File: src/rtl/coef_loader.sv
// Byte-stream coefficient loader: assembles framed a-/b-sets and commits them atomically.
// Optional trailing XOR checksum byte is enabled by defining COEF_LOADER_CHECKSUM_EN.
module coef_loader #(
  parameter int         WIDTH     = 27,
  parameter int         ORDER_IIR = 2,
  parameter logic [7:0] HDR_A     = 8'hA1,
  parameter logic [7:0] HDR_B     = 8'hB1
) (
  input  logic                                ic_clk,
  input  logic                                ic_rst_n,
  input  logic [7:0]                          id_byte,
  input  logic                                ic_byte_val,
  output logic                                oc_byte_rdy,
  input  logic                                ic_abort,
  output logic [ORDER_IIR-1:0][WIDTH-1:0]     od_coef_a,
  output logic [ORDER_IIR:0][WIDTH-1:0]       od_coef_b,
  output logic                                oc_val_coef_a,
  output logic                                oc_val_coef_b,
  output logic                                oc_err,
  output logic                                oc_busy
);

  localparam int BPC  = (WIDTH + 7) / 8;
  localparam int NMAX = ORDER_IIR + 1;
  localparam int BCW  = $clog2(BPC + 1);
  localparam int CCW  = $clog2(NMAX + 1);

`ifdef COEF_LOADER_CHECKSUM_EN
  typedef enum logic [1:0] {S_IDLE, S_LOAD, S_CHK, S_COMMIT} state_t;
`else
  typedef enum logic [1:0] {S_IDLE, S_LOAD, S_COMMIT} state_t;
`endif

  state_t                       r_state;
  logic                         r_sel_b;
  logic [BCW-1:0]               r_byte_cnt;
  logic [CCW-1:0]               r_coef_cnt;
  logic [WIDTH-1:0]             r_asm;
  logic [NMAX-1:0][WIDTH-1:0]   r_shadow;
`ifdef COEF_LOADER_CHECKSUM_EN
  logic [7:0]                   r_csum;
  logic                         w_ck_bad;
`endif

  logic                         w_acc;
  logic [WIDTH-1:0]             w_word;
  logic                         w_last_byte;
  logic                         w_last_coef;
  logic                         w_commit;
  logic [NMAX-1:0][WIDTH-1:0]   w_shadow_upd;
  logic [NMAX-1:0][WIDTH-1:0]   w_src;

  assign w_acc       = ic_byte_val & oc_byte_rdy;
  // Bits shifted past WIDTH are dropped each step, equivalent to keeping the low WIDTH bits.
  assign w_word      = WIDTH'({r_asm, id_byte});
  assign w_last_byte = (r_byte_cnt == BCW'(BPC - 1));
  assign w_last_coef = r_sel_b ? (r_coef_cnt == CCW'(ORDER_IIR))
                               : (r_coef_cnt == CCW'(ORDER_IIR - 1));
  assign oc_busy     = (r_state != S_IDLE);

  always_comb begin
    w_shadow_upd = r_shadow;
    if (w_last_byte) w_shadow_upd[r_coef_cnt] = w_word;
  end

  // Commit happens on the edge that accepts the final frame byte, so the final word is
  // taken straight from the byte bus rather than waiting for the shadow write.
  always_comb begin
    w_commit = 1'b0;
    w_src    = w_shadow_upd;
`ifdef COEF_LOADER_CHECKSUM_EN
    w_ck_bad = 1'b0;
    if (w_acc && !ic_abort && r_state == S_CHK) begin
      w_src = r_shadow;
      if (id_byte == r_csum) w_commit = 1'b1;
      else                   w_ck_bad = 1'b1;
    end
`else
    if (w_acc && !ic_abort && r_state == S_LOAD && w_last_byte && w_last_coef) w_commit = 1'b1;
`endif
  end

  always_ff @(posedge ic_clk or negedge ic_rst_n) begin
    if (!ic_rst_n) begin
      r_state       <= S_IDLE;
      r_sel_b       <= 1'b0;
      r_byte_cnt    <= '0;
      r_coef_cnt    <= '0;
      r_asm         <= '0;
      r_shadow      <= '0;
`ifdef COEF_LOADER_CHECKSUM_EN
      r_csum        <= '0;
`endif
      od_coef_a     <= '0;
      od_coef_b     <= '0;
      oc_val_coef_a <= 1'b0;
      oc_val_coef_b <= 1'b0;
      oc_err        <= 1'b0;
      oc_byte_rdy   <= 1'b0;
    end else begin
      oc_val_coef_a <= 1'b0;
      oc_val_coef_b <= 1'b0;
      oc_err        <= 1'b0;
      oc_byte_rdy   <= 1'b1;

      if (w_commit) begin
        if (r_sel_b) begin
          od_coef_b     <= w_src;
          oc_val_coef_b <= 1'b1;
        end else begin
          for (int i = 0; i < ORDER_IIR; i++) od_coef_a[i] <= w_src[i];
          oc_val_coef_a <= 1'b1;
        end
      end

      if (r_state != S_IDLE && ic_abort) begin
        r_state    <= S_IDLE;
        r_byte_cnt <= '0;
        r_coef_cnt <= '0;
        r_asm      <= '0;
        r_shadow   <= '0;
      end else begin
        case (r_state)
          S_IDLE: begin
            if (w_acc) begin
              if (id_byte == HDR_A || id_byte == HDR_B) begin
                r_sel_b    <= (id_byte == HDR_B);
                r_byte_cnt <= '0;
                r_coef_cnt <= '0;
                r_asm      <= '0;
`ifdef COEF_LOADER_CHECKSUM_EN
                r_csum     <= id_byte;
`endif
                r_state    <= S_LOAD;
              end else begin
                oc_err <= 1'b1;
              end
            end
          end
          S_LOAD: begin
            if (w_acc) begin
`ifdef COEF_LOADER_CHECKSUM_EN
              r_csum <= r_csum ^ id_byte;
`endif
              if (w_last_byte) begin
                r_shadow   <= w_shadow_upd;
                r_byte_cnt <= '0;
                r_coef_cnt <= r_coef_cnt + 1'b1;
                r_asm      <= '0;
                if (w_last_coef) begin
`ifdef COEF_LOADER_CHECKSUM_EN
                  r_state     <= S_CHK;
`else
                  r_state     <= S_COMMIT;
                  oc_byte_rdy <= 1'b0;
`endif
                end
              end else begin
                r_byte_cnt <= r_byte_cnt + 1'b1;
                r_asm      <= w_word;
              end
            end
          end
`ifdef COEF_LOADER_CHECKSUM_EN
          S_CHK: begin
            if (w_commit) begin
              r_state     <= S_COMMIT;
              oc_byte_rdy <= 1'b0;
            end else if (w_ck_bad) begin
              r_state  <= S_IDLE;
              r_shadow <= '0;
              oc_err   <= 1'b1;
            end
          end
`endif
          S_COMMIT: r_state <= S_IDLE;
          default:  r_state <= S_IDLE;
        endcase
      end
    end
  end

endmodule

File: config.mk
export PLATFORM = sky130hd
export DESIGN_NAME = coef_loader
export DESIGN_NICKNAME = d
export VERILOG_FILES = /design/src/rtl/coef_loader.sv
export SDC_FILE = /design/constraint.sdc
export NUM_CORES = 1
export LEC_CHECK = 0
export CELL_PAD_IN_SITES_DETAIL_PLACEMENT = 1
export CELL_PAD_IN_SITES_GLOBAL_PLACEMENT = 1
export CORE_MARGIN = 3
export CORE_UTILIZATION = 31
export CTS_CLUSTER_SIZE = 12
export DETAILED_ROUTE_END_ITERATION = 10
export GPL_TIMING_DRIVEN = 0
export PLACE_DENSITY = 0.58
export SLEW_MARGIN = 10
export SYNTH_ARGS = -nofsm -noshare
export SYNTH_HDL_FRONTEND = slang
export SYNTH_SLANG_ARGS = --single-unit
File: constraint.sdc
create_clock -name ic_clk -period 4.77 [get_ports ic_clk]
set_clock_uncertainty 0.2 [all_clocks]
set_input_delay 1.431 -clock ic_clk [delete_from_list [all_inputs] [get_ports ic_clk]]
set_output_delay 1.431 -clock ic_clk [all_outputs]
set_load 0.02 [all_outputs]
==> results.md <==
Run status:
- The run finished with clean final reports.

Logic synthesis:
- The sequential fraction of the synthesis area is 0.614.
- The number of synthesized register bits is ~250.
- The mapped netlist covers about 10,000 µm².
- The number of unique standard cell types used by synthesis is 37.
- The number of nets handed over by synthesis was about 880.
- The count of warnings emitted by yosys is 0.
- Synthesis handed over a netlist of 865 instances.
- The synthesized area per cell is 11.6 µm².

Setup path:
- The data arrival at the endpoint of the critical path is approximately 2200 ps.
- At the worst endpoint, the required time is about 3100 ps.
- The worst setup path is launched from a flop.
- The nature of the critical path endpoint is an output pin.
- The kind of critical path is reg -> out.
- The reg-to-reg setup timing slack is a little over 2000 ps.
- The biggest fanout along the worst timing path is 9.

Global routing:
- The number of global-route vias before repair is roughly 7,900.
- Summed over all layers, the global routing overflow is 0.
- The wire length of the first global-routing pass is just under 50 mm.
- The number of antenna violations at the first check in global routing was 0.
- Entering global routing, the biggest net connects around 100 pins.
- The overall fraction of global-route tracks in use is 0.183.

Power and ir drop:
- Of the total power, the share spent switching nets is 0.231.
- The worst ir drop on vdd is between 0.2 and 0.3 mV.
- The sequential group share of total power is 0.500.
- The internal power of the cells totals between 3 and 4 mW.
- The share of total power dissipated in combinational logic is 0.032.
- Power spread over the standard cell area amounts to between 300 and 400 nW/µm².
- Of the total power, the clock network draws 0.468.
- Summed over all cells, the static leakage comes to around 6.4 nW.
- The net load switching power is between 1 and 1.5 mW.

Clock network:
- The number of CTS-inserted buffers is 28.
- The TritonCTS clock tree is built.
- In this run the clock root is driven by a clkbuf_16.
- In this run, post-CTS hold repair placed 0 buffers.
- After clock tree synthesis, the clock-pin slew on the worst setup and hold paths is about 60 ps.
- For the worst-skew pair, the clock arrives at the later sink with an insertion delay of 530 ps.
- Counting along the longest clock path gives a buffer depth of 3.
- After clock tree synthesis, the repair step resized 0 gates.
- The number of clock sinks is 247.
- Buffers added to address setup during post-CTS repair amount to 0.
- The number of levels the H-tree was split into is 1.

STA:
- The relative slew slack is 0.306.
- Derived from the worst setup path, the maximum achievable clock frequency is 263 MHz.
- The setup violation total in the final timing report is 0.
- The max-slew violation count is 0.
- The final cycle utilization of the critical path is 0.796.
- For the finished layout, the period the worst path requires is about 3800 ps.
- The final worst slack is between 900 and 1000 ps.
- At the pin with the least slew margin, the transition time is roughly 1000 ps.
- The number of hold-slack violations in the final timing report came to 0.
- The worst hold-check slack is 302 ps.
- Setup repair after global routing left no endpoint under its margin.

Placed design:
- The number of buffer cells added on primary ports is between 100 and 150.
- Routability-driven placement finished with a final weighted congestion of 0.789.
- The detailed placement HPWL is about 21 mm.
- Before CTS, the worst setup slack after placement is ~730 ps.

Cells and area:
- Of the cells placed in the final design, the portion with a size suffix greater than 1 is 0.105.
- The most common cell after layout, fill and taps aside is dfrtp_1.
- Compared with the post-synthesis result, the final layout area differs by 29.1%.
- 0 antenna diodes ended up in the layout.
- The top cell types in the final layout, fill and taps aside, are dfrtp_1 (247), nor2_1 (149), a21oi_1 (149).
- In the final design database the tool counted about 1,100 nets.

Detailed routing:
- The number of vias per cell after detailed routing is approximately 5.
- The final layout contains routed wiring with a total length of 31.4 mm.
- The post-detailed-route count of antenna-violating nets is 0.
- After detailed routing, the average wire length per cell comes to between 20 and 25 µm.
- The routed layout has approximately 7,400 vias.
- The DRC violation total after the first TritonRoute iteration is roughly 450.
- For this run, the detailed router's first-pass iteration total came to 4.
- After detailed routing, the number of remaining DRC violations is 0.

Floorplanning:
- The effective utilization at floorplan is 0.317.
- The I/O pin count is about 150.
- The width of the die is around 190 µm.
- The floorplan step defined a core boundary enclosing 31,800 µm².
- The vertical extent of the die is 186 µm.
- The floorplan has 65 rows.
- The floorplan step defined a die boundary enclosing around 35,000 µm².

Job:
- The max capacitance violation total is 0.

Worst hold path:
- The type of the worst min-delay path is reg -> reg.
[layout make-up]
type / instances / area, µm²
fillers: 3416 / 18800
repair buffers: 148 / 1520
flip-flops and latches: 247 / 6180
clock inverters: 9 / 70.1
plain buffers: 65 / 412
inverters: 15 / 56.3
clock buffers: 37 / 796
multi-input cells: 538 / 3420
well taps: 435 / 544
[final timing paths]
kind                               start            end  cells after the start
setup reg to reg           r_coef_cnt[0]   r_shadow[65]                      7
hold reg to reg              r_shadow[4]    r_shadow[4]                      1
min in group asynchronous       ic_rst_n  od_coef_b[34]                      1
hold / removal               r_shadow[4]    r_shadow[4]                      1
max in group asynchronous       ic_rst_n  od_coef_a[24]                      3
setup / recovery              r_state[1]        oc_busy                      4
[power groups by stage]
| stage | Sequential (mW) | Combinational (mW) | Clock, mW |
|---|---|---|---|
| global route | 2.20 | 0.161 | 2.21 |
| CTS | 2.19 | 0.145 | 2.11 |
| floorplan | 2.20 | 0.0614 | 0 |
| global placement | 2.23 | 0.138 | 0 |
| detailed placement | 2.23 | 0.145 | 0 |
| finish | 2.20 | 0.141 | 2.05 |
[sequential cells by signal, indices dropped and copies added (netlist names)]
name,flops
r_byte_cnt,3
od_coef_b,81
oc_byte_rdy,1
r_state,2
oc_val_coef_b,1
oc_err,1
r_shadow,81
r_asm,19
r_coef_cnt,2
r_sel_b,1
od_coef_a,54
oc_val_coef_a,1
[cells in the mapped netlist]
cell | instances | area (µm²)
buf_1 | 2 | 7.51
nor3_1 | 12 | 60.1
dfrtp_1 | 247 | 6180
a21oi_1 | 149 | 746
buf_12 | 1 | 20.0
nor3b_1 | 3 | 22.5
mux2_2 | 3 | 33.8
or2_2 | 1 | 6.26
nor4_1 | 2 | 12.5
ha_1 | 4 | 50.1
nor2b_1 | 1 | 6.26
a21boi_0 | 1 | 7.51
nor2_1 | 149 | 559
inv_1 | 15 | 56.3
clkbuf_1 | 18 | 67.6
nand3b_1 | 2 | 15.0
nor2_2 | 3 | 18.8
o22a_4 | 1 | 17.5
or4b_4 | 1 | 13.8
or2b_1 | 1 | 7.51
or3b_2 | 2 | 17.5
mux2_4 | 7 | 105
nand4b_1 | 1 | 8.76
a22o_1 | 81 | 709
or3b_1 | 1 | 8.76
buf_6 | 9 | 101
buf_2 | 19 | 95.1
o21ai_1 | 3 | 15.0
buf_4 | 16 | 120
nor4_4 | 1 | 21.3
nand2b_1 | 3 | 18.8
nand2_1 | 17 | 63.8
a211oi_1 | 1 | 7.51
o2bb2ai_1 | 1 | 8.76
mux2i_1 | 84 | 841
nand2_2 | 2 | 12.5
nand3_1 | 1 | 5.00
[logic make-up (layout without fill, tap and decap cells)]
family          after synthesis  in the layout  share of synthesized area
buf+inv                      80            274                     0.0465
flops                       247            247                      0.614
fa+ha+maj                     4              4                    0.00497
mux                          94             94                     0.0973
compound gates              237            237                      0.150
simple gates                203            203                     0.0872
[critical path: stages, from the launching register on]
cell and delay [ps]:
dfrtp_1 320, clkbuf_1 320, or2_2 170, buf_2 190, clkdlybuf4s50_1 640
[per-stage QoR]
step,cell area [µm²],setup TNS (ps),utilization,instances,power (mW)
finish,13000,0,0.409,1494,4.39
global route,13000,0,0.409,1494,4.57
CTS,13000,0,0.409,1494,4.45
global placement,12100,-2278320,0.380,1446,2.37
detailed placement,12100,0,0.382,1448,2.38
floorplan,10100,0,-,865,2.26
[metal layers]
layer	share of wire	global-route usage
met5	0	0
met4	0.021	0.0393
met3	0.047	0.0263
met2	0.46	0.289
met1	0.48	0.269
Note: power is estimated with default switching activity, not from simulation.
